### config.mk
export PLATFORM = sky130hd
export DESIGN_NAME = mem_port_arbiter
export DESIGN_NICKNAME = d
export VERILOG_FILES = /design/src/rtl/mem_port_arbiter.sv
export SDC_FILE = /design/constraint.sdc
export NUM_CORES = 1
export LEC_CHECK = 0
export BUFFER_PORTS_ARGS = -buffer_cell sky130_fd_sc_hd__buf_2
export CORE_MARGIN = 3
export CORE_UTILIZATION = 40
export CTS_CLUSTER_SIZE = 40
export DETAILED_ROUTE_END_ITERATION = 6
export HOLD_SLACK_MARGIN = 0.02
export PLACE_DENSITY = 0.84
export SYNTH_ARGS = -nofsm -noshare
export SYNTH_HDL_FRONTEND = slang
export SYNTH_SLANG_ARGS = --single-unit
export TNS_END_PERCENT = 20
### constraint.sdc
create_clock -name clock -period 2.05 [get_ports clock]
set_input_delay 0.41 -clock clock [delete_from_list [all_inputs] [get_ports clock]]
set_output_delay 0.41 -clock clock [all_outputs]
set_load 0.05 [all_outputs]
### src/rtl/mem_port_arbiter.sv
// mem_port_arbiter
//
// Grants the processor's single synchronous memory port to one of two
// masters at a time. Master 0 is the control path, master 1 a secondary
// requester (loader/DMA). The winner's address, write data and write enable
// are registered onto the memory port. An acknowledge, carrying read data
// for reads, follows one cycle later, once the memory's read latency has
// elapsed.
//
// Optional build macro:
//   MEM_ARB_FIXED_PRIO_EN - master 0 always wins and may be re-granted
//                           directly from RESP; master 1 can starve.
//                           Undefined (default): round-robin.
//
// Ports:
//   clock, reset          - rising-edge clock, async active-low reset
//   req0/1, we0/1         - request and write flag per master
//   addr0/1, wdata0/1     - access address and write data per master
//   gnt0/1                - high while that master's access is in ACCESS
//   ack0/1                - one-cycle completion pulse
//   rdata0/1              - read data during a read ack, 0 otherwise
//   mem_addr/wdata/we     - registered memory port
//   mem_rdata             - memory output, valid one cycle after the address
//   busy                  - state is not IDLE
//   owner                 - master currently or last served
//   dbg_state             - FSM state (0 IDLE, 1 ACCESS, 2 RESP)
//
// Handshake: a master raises reqN and holds it until ackN. Address, we and
// wdata are sampled only on the grant edge; later changes, including a
// dropped req, do not affect the access, which completes and is acked. A req
// still high after its ack is a new request.

module mem_port_arbiter #(
   parameter int ADDR_W = 7,
   parameter int DATA_W = 10
) (
   input  logic              clock,
   input  logic              reset,
   input  logic              req0,
   input  logic              req1,
   input  logic              we0,
   input  logic              we1,
   input  logic [ADDR_W-1:0] addr0,
   input  logic [ADDR_W-1:0] addr1,
   input  logic [DATA_W-1:0] wdata0,
   input  logic [DATA_W-1:0] wdata1,
   output logic              gnt0,
   output logic              gnt1,
   output logic              ack0,
   output logic              ack1,
   output logic [DATA_W-1:0] rdata0,
   output logic [DATA_W-1:0] rdata1,
   output logic [ADDR_W-1:0] mem_addr,
   output logic [DATA_W-1:0] mem_wdata,
   output logic              mem_we,
   input  logic [DATA_W-1:0] mem_rdata,
   output logic              busy,
   output logic              owner,
   output logic [1:0]        dbg_state
);

   localparam logic [1:0] S_IDLE   = 2'd0;
   localparam logic [1:0] S_ACCESS = 2'd1;
   localparam logic [1:0] S_RESP   = 2'd2;

   logic [1:0] state;
   logic [1:0] next_state;
   logic       grant;
   logic       winner;
   logic       acc_we;   // current access is a write; gates read data in RESP

   always_comb begin
      next_state = state;
      grant      = 1'b0;
      winner     = 1'b0;
      case (state)
         S_IDLE: begin
            if (req0 && req1) begin
               grant = 1'b1;
`ifdef MEM_ARB_FIXED_PRIO_EN
               winner = 1'b0;
`else
               winner = ~owner;
`endif
            end else if (req0) begin
               grant  = 1'b1;
               winner = 1'b0;
            end else if (req1) begin
               grant  = 1'b1;
               winner = 1'b1;
            end
         end
         S_ACCESS: begin
            next_state = S_RESP;
         end
         S_RESP: begin
            next_state = S_IDLE;
`ifdef MEM_ARB_FIXED_PRIO_EN
            // Master 0's req is honoured even while it owns the port, so it
            // is re-granted back-to-back and can lock master 1 out.
            if (owner) begin
               if (req0) begin
                  grant  = 1'b1;
                  winner = 1'b0;
               end
            end else if (req1 && !req0) begin
               grant  = 1'b1;
               winner = 1'b1;
            end else if (req0) begin
               grant  = 1'b1;
               winner = 1'b0;
            end
`else
            // The owner's req is still high while it is being acked, so only
            // the other master can be served back-to-back.
            if (owner ? req0 : req1) begin
               grant  = 1'b1;
               winner = ~owner;
            end
`endif
         end
         default: begin
            next_state = S_IDLE;
         end
      endcase
      if (grant) begin
         next_state = S_ACCESS;
      end
   end

   always_ff @(posedge clock or negedge reset) begin
      if (!reset) begin
         state     <= S_IDLE;
         owner     <= 1'b1;   // master 0 wins the first tie
         mem_addr  <= '0;
         mem_wdata <= '0;
         mem_we    <= 1'b0;
         acc_we    <= 1'b0;
      end else begin
         state  <= next_state;
         // Write enable lives only for the ACCESS cycle that follows a grant.
         mem_we <= 1'b0;
         if (grant) begin
            owner     <= winner;
            mem_addr  <= winner ? addr1  : addr0;
            mem_wdata <= winner ? wdata1 : wdata0;
            mem_we    <= winner ? we1    : we0;
            acc_we    <= winner ? we1    : we0;
         end
      end
   end

   assign gnt0      = (state == S_ACCESS) && !owner;
   assign gnt1      = (state == S_ACCESS) &&  owner;
   assign ack0      = (state == S_RESP)   && !owner;
   assign ack1      = (state == S_RESP)   &&  owner;
   assign rdata0    = (ack0 && !acc_we) ? mem_rdata : '0;
   assign rdata1    = (ack1 && !acc_we) ? mem_rdata : '0;
   assign busy      = (state != S_IDLE);
   assign dbg_state = state;

endmodule
==> flow_summary.yaml, run 1 <==
floorplanning:
  die_w_um: 63.5
  rows: 20
  initial_core_util_pct: 42.6
  core-area_um2: 3100
  die_area_um2: 4030
  die_y_um: 63.5
  io_pins: 96
routing:
  postRouteAntennaNets: 0
  wl_per_cell_um: 15.4
  drt_iter0_markers: 57
  drc: 0
  vias_per_cell: 4.74
  via_count: 1184
  drtPass1Iterations: 4
  finalWirelength_um: 3860
power:
  max-vdd-ir-drop_mv: 1.01
  power_density_nw_per_um2: 1630
  cellLeakagePower_nw: 1.13
global_routing:
  grt_use_total_pct: 17.5
  first_global_vias: 1168
  grt_pass1_wl_um: 5530
  grt_start_max_net_pins: 23
  overflow: 0
  antenna_found_initial: 0
timing:
  fin_ws_ps: -36.9
  skew_ps: 4.72
  fmax_mhz: 479
  tightest_slew_ps: 462
  finalCriticalPeriod_ps: 2090
  slew_headroom_pct: 69.2
  setup_viol_count_final: 11
  final-hold-violation-count: 0
  maxSlewViolCount: 0
  holdWs_ps: 46.5
  min_period_over_period_pct: 102
  timing.setup.tns_ps: -270
  grt_setup_unrepaired: "true"
placed_design:
  postPlaceCellArea_um2: 1860
  hpwlAfterDp_um: 2620
  pre_cts_slack_ps: -1.16
  port_buffers: 95
  gp_congestion: 0.773
final_layout:
  antennaDiodeCount: 0
  area_growth_pct: 62.2
  drive_gt1_share_pct: 80.6
  design_area_um2: 2140
  nets: 257
clock_network:
  clk_latency_ps: 290
  clock_sinks: 22
  clkTransAtPathRegs_ps: 110
  cts.hold.buffers_added: 0
  clk_path_buf_depth: 2
  tritoncts: "done"
  cts_root_buf: "clkbuf_4"
  htree_levels: 1
  cts_buffers: 3
worst_setup_path:
  crit_path_start: "owner$_DFFE_PN1P_"
  r2r-start: "owner$_DFFE_PN1P_"
  critPathCaptureType: "output pin"
  crit_type: "register to output pin"
  start_kind: "register"
  worst_ep_arrival_time_ps: 1680
  cp.required_ps: 1640
  crit_fanout: 5
run_status:
  status: "finished, violations left"
  violations: "negative setup slack"
synthesis:
  postSynthAreaPerCell_um2: 13.0
  yosys_warnings: 0
  syn_area_um2: 1320
  yosysUniqueCellTypes: 22
  ys_ff_latch: 22
  syn-num-nets: 152
  syn_inst: 102
  ys_seq_area_share_pct: 41.7
flow_run:
  cap_violations: 0
min_path:
  hp-class: "primary input to asynchronous set/reset pin"
-- final cells by class --
class                   count  area, um^2
fillers                   245         958
multi-input cells          76         806
repair buffers            103         699
flip-flops and latches     22         554
well taps                  44        55.1
clock buffers               4        26.3
inverters                   1        3.75
-- worst max-delay path: stages, from the launching register on --
cell     delay [ps]
dfstp_2         600
nand2_4          80
nor3_4          250
buf_6           160
and2_4          150
buf_8           140
-- cell usage in the layout, fill, tap and decap left out, types with 2 or more instances in the layout --
master    count
buf_8        10
buf_4         6
dfrtp_1      19
and2_4       12
nor3_4        4
dfrtp_2       2
nor2_1        3
buf_6         7
buf_2        75
mux2i_1       2
mux2_4       18
and2_1        9
nor2b_1       3
nand2_4       2
mux2_2       16
clkbuf_4      7
-- Yosys cell counts --
cell type,number,area [um^2]
o21ai_2,1,8.76
buf_6,1,11.3
nand2_1,2,7.51
and2_1,21,131
nor3_2,1,10.0
inv_1,1,3.75
dfstp_2,1,26.3
dfrtp_1,21,526
mux2_4,18,270
buf_4,2,15.0
or2_2,1,6.26
nor2_1,3,11.3
buf_12,1,20.0
nor3_1,2,10.0
nand2b_1,1,6.26
o22a_2,1,10.0
nand2_4,1,11.3
nor2b_4,1,13.8
mux2_2,16,180
nor2b_1,3,18.8
mux2i_1,2,20.0
a21oi_1,1,5.00
-- metrics by stage --
step | std cells | utilization (%) | power [mW]
3_5_place_dp | 240 | 59.9 | 3.06
5_1_grt | 250 | 69.1 | 3.66
4_1_cts | 245 | 62.2 | 3.31
3_3_place_gp | 240 | 59.9 | 3.02
6_report | 250 | 69.1 | 3.49
2_1_floorplan | 102 | - | 2.58
-- per-layer routing --
metal	global-route usage, %	part of all wire [%]
met1	17.5	36
met2	33.6	53
met3	5.35	9.1
met4	5.66	2.3
met5	0	0
-- flip-flops by register name (all words and copies together) (netlist names) --
register   cells
mem_we         1
mem_addr       7
dbg_state      2
owner          1
mem_wdata     10
acc_we         1
-- report_power, final --
group | total, mW | leakage [nW] | switching, mW | internal, mW
clock | 0.192 | 0.0150 | 0.117 | 0.0756
combinational | 2.46 | 0.857 | 1.57 | 0.897
sequential | 0.832 | 0.256 | 0.168 | 0.664
total | 3.49 | 1.13 | 1.85 | 1.64
-- cells by family (layout without fill, tap and decap cells) --
logic type             after synthesis  after routing  share of synthesized area (%)
buffers and inverters                5            108                           3.78
AND/OR/NAND/NOR                     36             37                           17.1
multiplexers                        36             36                           35.6
flip-flops                          22             22                           41.7
AO/OA/AOI/OAI                        3              3                           1.80
-- path summary, 6_finish.rpt --
path                                                  to  slack [ps]  cells past startpoint
worst max-delay path                           rdata1[0]         -40                      5
worst min-delay path            mem_wdata[2]$_DFFE_PN0P_          50                      1
worst max register to register  mem_wdata[7]$_DFFE_PN0P_         270                      5
worst min register to register  mem_wdata[5]$_DFFE_PN0P_         520                      1
max in group asynchronous              owner$_DFFE_PN1P_        1650                      1
min in group clock                      mem_we$_DFF_PN0_         400                      3
-- what timing repair did --
action | CTS | global route
gates resized for setup | 12 | 64
gates cloned | 0 | 2
pin swaps | 0 | 13
setup buffers | 1 | 3
setup endpoints to repair | 20 | 22
hold endpoints to repair | 0 | 0
Note: power is estimated with default switching activity, not from simulation.
==> run 2, diff against run 1 <==
--- a/config.mk
+++ b/config.mk
@@ -6,8 +6,10 @@
 export NUM_CORES = 1
 export LEC_CHECK = 0
 export BUFFER_PORTS_ARGS = -buffer_cell sky130_fd_sc_hd__buf_2
+export CELL_PAD_IN_SITES_DETAIL_PLACEMENT = 0
+export CELL_PAD_IN_SITES_GLOBAL_PLACEMENT = 1
 export CORE_MARGIN = 3
-export CORE_UTILIZATION = 40
+export CORE_UTILIZATION = 29
 export CTS_CLUSTER_SIZE = 40
 export DETAILED_ROUTE_END_ITERATION = 6
 export HOLD_SLACK_MARGIN = 0.02
==> constraint.sdc (replaced) <==
create_clock -name clock -period 2.2 [get_ports clock]
set_input_delay 0.44 -clock clock [delete_from_list [all_inputs] [get_ports clock]]
set_output_delay 0.44 -clock clock [all_outputs]
set_load 0.01 [all_outputs]
==> run 2 against run 1 <==
Compared with the run above: the run now ends clean; power is 32% lower; setup slack better by 270 ps; wire length is 15% lower; die area is 34% higher; combinational power is 50% lower; largest power group unchanged; worst hold slack better by 75 ps; non-clock buffer count is 5 lower; register-to-register slack better by 200 ps; largest cell class unchanged; cell count stayed put; clock power is 91% higher.
==> flow_summary.yaml, run 2 (synthesis results as in run 1) <==
run_status:
  status: "finished clean"
floorplanning:
  die_y_um: 73.5
  initial_core_util_pct: 31.5
  core-area_um2: 4200
  die_w_um: 73.5
  die_area_um2: 5410
  io_pins: 96
  rows: 23
placed_design:
  gp_congestion: 0.756
  port_buffers: 95
  postPlaceCellArea_um2: 1860
  hpwlAfterDp_um: 2810
  placed_cells: 246
  pre_cts_slack_ps: 260
global_routing:
  overflow: 0
  antenna_found_initial: 0
  grt_start_max_net_pins: 23
  grt_use_total_pct: 12.1
  grt_pass1_wl_um: 5090
  first_global_vias: 1061
routing:
  postRouteAntennaNets: 0
  drc: 0
  finalWirelength_um: 3270
  drt_iter0_markers: 10
  vias_per_cell: 4.35
  via_count: 1087
  wl_per_cell_um: 13.1
  drtPass1Iterations: 3
worst_setup_path:
  slowest_delay_ps: 410
  critPathCaptureType: "output pin"
  start_kind: "register"
  crit_type: "register to output pin"
  cp.required_ps: 1760
  cp_cell_sequence: "nand2b_1, nor3_2, and2_1, buf_2"
  crit_slowest_cell: "dfstp_2"
  crit_fanout: 10
  worst_ep_arrival_time_ps: 1530
final_layout:
  largest_reg_flops: 10
  multi_input_comb_area_um2: 732
  area_growth_pct: 46.1
  design_area_um2: 1930
  fillers: 395
  largest_register: "mem_wdata"
  ff_latch_area_um2: 552
  drive_gt1_share_pct: 72.0
  antennaDiodeCount: 0
  final_cell_mix: "buf_2, and2_1, dfrtp_1, mux2_4, mux2_2"
  stdcell_count: 250
  nets: 251
  post-route-util_pct: 46.0
  final_common_cell: "buf_2"
timing:
  setup_viol_count_final: 0
  min_period_over_period_pct: 89.5
  fin_ws_ps: 231
  tightest_slew_ps: 467
  final-hold-violation-count: 0
  maxSlewViolCount: 0
  timing.setup.tns_ps: 0
  fmax_mhz: 508
  holdWs_ps: 122
  skew_ps: 4.33
  grt_setup_unrepaired: "false"
  finalCriticalPeriod_ps: 1970
  slew_headroom_pct: 68.9
power:
  max-vdd-ir-drop_mv: 0.532
  power_density_nw_per_um2: 1220
  power_mw: 2.37
  cellLeakagePower_nw: 1.08
clock_network:
  cts_buffers: 3
  clkTransAtPathRegs_ps: 80
  clk_path_buf_depth: 2
  cts_root_buf: "clkbuf_8"
  clk_latency_ps: 260
  htree_levels: 1
  post-cts-setup-buffer-count: 0
  clock_sinks: 22
  tritoncts: "done"
min_path:
  hp-class: "primary input to asynchronous set/reset pin"
flow_run:
  cap_violations: 0
run 2: per-layer routing:
layer	GRT usage [%]	share of wire [%]	vias up
met1	15.9	42	478
met2	19.7	47	61
met3	3.15	9.8	4
met5	0	0	-
met4	3.02	1.1	0
li1	-	-	544
run 2: power by group:
part / switching [mW] / internal, mW / total [mW] / leakage (nW)
Combinational: 0.546 / 0.697 / 1.24 / 0.781
Sequential: 0.139 / 0.617 / 0.757 / 0.258
Clock: 0.123 / 0.243 / 0.366 / 0.0357
Total: 0.808 / 1.56 / 2.37 / 1.08
run 2: path summary, 6_finish.rpt:
check                                            to  depth (start not counted)                     start  slack (ps)
max                                       rdata0[5]                          4         owner$_DFFE_PN1P_         230
min                        mem_wdata[3]$_DFFE_PN0P_                          1                     reset         120
min reg2reg                mem_wdata[3]$_DFFE_PN0P_                          1  mem_wdata[3]$_DFFE_PN0P_         510
min in group clock         mem_wdata[3]$_DFFE_PN0P_                          1  mem_wdata[3]$_DFFE_PN0P_         510
max reg2reg                mem_wdata[7]$_DFFE_PN0P_                          5         owner$_DFFE_PN1P_         470
max in group asynchronous         owner$_DFFE_PN1P_                          1                     reset        1730
run 2: cell type report:
class,instances,share of cell area [%]
Multi-Input combinational cell,75,37.9
Sequential cell,22,28.6
Timing Repair Buffer,98,26.4
Tap cell,50,3.24
Clock buffer,3,2.14
Clock inverter,1,1.55
Inverter,1,0.194
run 2: what timing repair did:
action | 4_1_cts | 5_1_grt
gates resized for setup | 1 | 0
endpoints found under the setup margin | 10 | 0
hold buffers | 0 | 0
run 2: worst max-delay path: cells and delay by family (launching register included):
family	cells	cell delay, ps
AND/OR/NAND/NOR	3	730
buffers and inverters	1	130
flip-flops	1	410
==> run 3, diff against run 2 <==
--- a/config.mk
+++ b/config.mk
@@ -5,15 +5,16 @@
 export SDC_FILE = /design/constraint.sdc
 export NUM_CORES = 1
 export LEC_CHECK = 0
+export ABC_AREA = 1
 export BUFFER_PORTS_ARGS = -buffer_cell sky130_fd_sc_hd__buf_2
 export CELL_PAD_IN_SITES_DETAIL_PLACEMENT = 0
 export CELL_PAD_IN_SITES_GLOBAL_PLACEMENT = 1
 export CORE_MARGIN = 3
-export CORE_UTILIZATION = 29
+export CORE_UTILIZATION = 27
 export CTS_CLUSTER_SIZE = 40
 export DETAILED_ROUTE_END_ITERATION = 6
 export HOLD_SLACK_MARGIN = 0.02
-export PLACE_DENSITY = 0.84
+export PLACE_DENSITY = 0.85
 export SYNTH_ARGS = -nofsm -noshare
 export SYNTH_HDL_FRONTEND = slang
 export SYNTH_SLANG_ARGS = --single-unit
==> run 3 against run 2 <==
Compared with the run above: largest power group unchanged; die area is 16% higher; sequential cell count is the same; synthesized area up 8.9%; largest cell class unchanged; highest routed layer unchanged; cell count grew 50%.
==> flow_summary.yaml, run 3 <==
run_status:
  status: "finished clean"
final_layout:
  area_growth_pct: 38.2
  multi_input_comb_area_um2: 621
  final_cell_mix: "buf_2, inv_1, nand2_1, nand3_1, nor2_1"
  ff_latch_area_um2: 552
  final_common_cell: "buf_2"
  largest_register: "mem_wdata"
  fillers: 562
  post-route-util_pct: 40.3
  antennaDiodeCount: 0
  stdcell_count: 374
  nets: 358
  largest_reg_flops: 10
  drive_gt1_share_pct: 39.1
routing:
  drtPass1Iterations: 4
  finalWirelength_um: 3890
  postRouteAntennaNets: 0
  drt_iter0_markers: 46
  drc: 0
  vias_per_cell: 4.07
  wl_per_cell_um: 10.4
  via_count: 1522
worst_setup_path:
  start_kind: "register"
  worst_path_most_repeated_cell: "nor2_1"
  crit_path_start: "owner$_DFFE_PN1P_"
  r2r-start: "owner$_DFFE_PN1P_"
  timing.rr.end: "mem_wdata[1]$_DFFE_PN0P_"
  crit_path_end: "rdata1[5]"
  critPathCaptureType: "output pin"
  cp.required_ps: 1760
  worst_ep_arrival_time_ps: 1500
  ff2ff_path_depth: 8
  cp.depth: 5
  slowest_delay_ps: 590
  crit_fanout: 10
  r2r_setup_slack_ps: 660
  cp.buffers_inverters: 2
  cp_cell_sequence: "inv_1, nor2_1, nand2_2, nor2_1, buf_2"
  path_delay_family: "flip-flops"
  crit_type: "register to output pin"
  crit_slowest_cell: "dfstp_2"
timing:
  final-hold-violation-count: 0
  setup_viol_count_final: 0
  grt_setup_unrepaired: "false"
  tightest_slew_ps: 499
  maxSlewViolCount: 0
  finalCriticalPeriod_ps: 1940
  timing.setup.tns_ps: 0
  min_period_over_period_pct: 88.3
  fmax_mhz: 515
  skew_ps: 9.35
  slew_headroom_pct: 66.8
  fin_ws_ps: 257
clock_network:
  post_cts_resized: 0
  clk_path_buf_depth: 2
  post-cts-setup-buffer-count: 0
  clkTransAtPathRegs_ps: 80
  clk_latency_ps: 260
  tritoncts: "done"
  cts.hold.buffers_added: 0
  cts_buffers: 3
  clock_sinks: 22
  cts_root_buf: "clkbuf_8"
  htree_levels: 1
global_routing:
  antenna_found_initial: 0
  overflow: 0
  first_global_vias: 1412
  grt_pass1_wl_um: 6210
  grt_use_total_pct: 12.3
  grt_start_max_net_pins: 23
power:
  power_density_nw_per_um2: 1200
  power_mw: 2.40
  cellLeakagePower_nw: 1.33
  max-vdd-ir-drop_mv: 0.372
floorplanning:
  die_y_um: 79.0
  rows: 25
  die_area_um2: 6250
  die_w_um: 79.0
  io_pins: 96
  initial_core_util_pct: 29.1
  core-area_um2: 4940
placed_design:
  gp_congestion: 0.695
  placed_cells: 370
  pre_cts_slack_ps: 524
  port_buffers: 95
  hpwlAfterDp_um: 2940
synthesis:
  syn_area_um2: 1440
  ys_ff_latch: 22
  syn_inst: 213
  syn-num-nets: 263
  ys_seq_area_share_pct: 38.3
  async_flop_share_pct: 100
  synth_ff_type: "dfrtp_1"
  synth_top_area_share_pct: 36.5
  ys_top_cells_by_count: "inv_1, nand2_1, nand3_1"
  ys_top_cells_by_area: "dfrtp_1, inv_1, nand2_1"
  synth.largest_area_cell: "dfrtp_1"
  yosys_warnings: 0
  postSynthAreaPerCell_um2: 6.76
  synth.most_common_cell: "inv_1"
  yosysUniqueCellTypes: 19
  synth-edff-count: 0
min_path:
  hp-class: "primary input to asynchronous set/reset pin"
flow_run:
  cap_violations: 0
==> run 3: cell types whose count changed after synthesis, moves of 2 or more <==
cell     delta
nand3_1    +36
nor2_1     +20
inv_2       +2
mux2_2     -16
nand2_2    +12
nor2b_1     -3
mux2_4     -18
nand2_1    +47
mux2i_1     -2
buf_4       +2
inv_1      +52
and2_1     -21
nor2_2      +2
==> run 3: report_power, final <==
part | total [mW] | leakage (nW) | switching, mW | internal (mW)
clock network | 0.257 | 0.0228 | 0.128 | 0.129
logic | 1.38 | 1.04 | 0.873 | 0.504
registers | 0.763 | 0.267 | 0.138 | 0.625
==> run 3: stage by stage <==
| stage | instance area [um^2] | hold slack (ps) |
|---|---|---|
| finish | 1990 | 136 |
| global route | 1990 | 167 |
| CTS | 1990 | 143 |
| detailed placement | 1950 | 437 |
| global placement | 1950 | 434 |
| floorplan | 1440 | 144 |
==> run 3: cell type report <==
cell class / instances / area share, %
Inverter: 55 / 10.4
Timing Repair Buffer: 96 / 24.3
Clock buffer: 4 / 2.26
Tap cell: 67 / 4.21
Multi-Input combinational cell: 130 / 31.2
Sequential cell: 22 / 27.7
==> run 3: worst min-delay path by stage <==
stage | from | to | cells after the start
after CTS | reset | acc_we$_DFFE_PN0P_ | 1
after global routing | reset | acc_we$_DFFE_PN0P_ | 1
after floorplan | reset | acc_we$_DFFE_PN0P_ | 0
final | reset | acc_we$_DFFE_PN0P_ | 1
after detailed placement | reset | mem_addr[4]$_DFFE_PN0P_ | 1
after global placement | reset | mem_addr[4]$_DFFE_PN0P_ | 1
==> run 3: layer usage <==
metal | wire length (um) | vias up | track usage, %
li1 | - | 810 | -
met1 | 1670 | 651 | 15.1
met2 | 1840 | 59 | 21.2
met3 | 371 | 2 | 3.17
met4 | 14 | 0 | 3.61
met5 | 0 | - | 0
==> run 3: worst reg2reg max path: stages, from the launching register on <==
cell,delay (ps)
dfstp_2,590
inv_1,100
nand2_1,60
nand2_1,40
nand2_1,70
nand2_2,150
inv_2,310
nand2_1,110
nand2_1,80
==> run 3: cells by family (layout without fill, tap and decap cells) <==
kind of cell	after synthesis	count (layout)	share of synthesized area, %
DFF	22	22	38.3
and+or+nand+nor	128	128	42.2
AOI/OAI and AO/OA	2	2	0.869
buffers and inverters	61	155	18.6
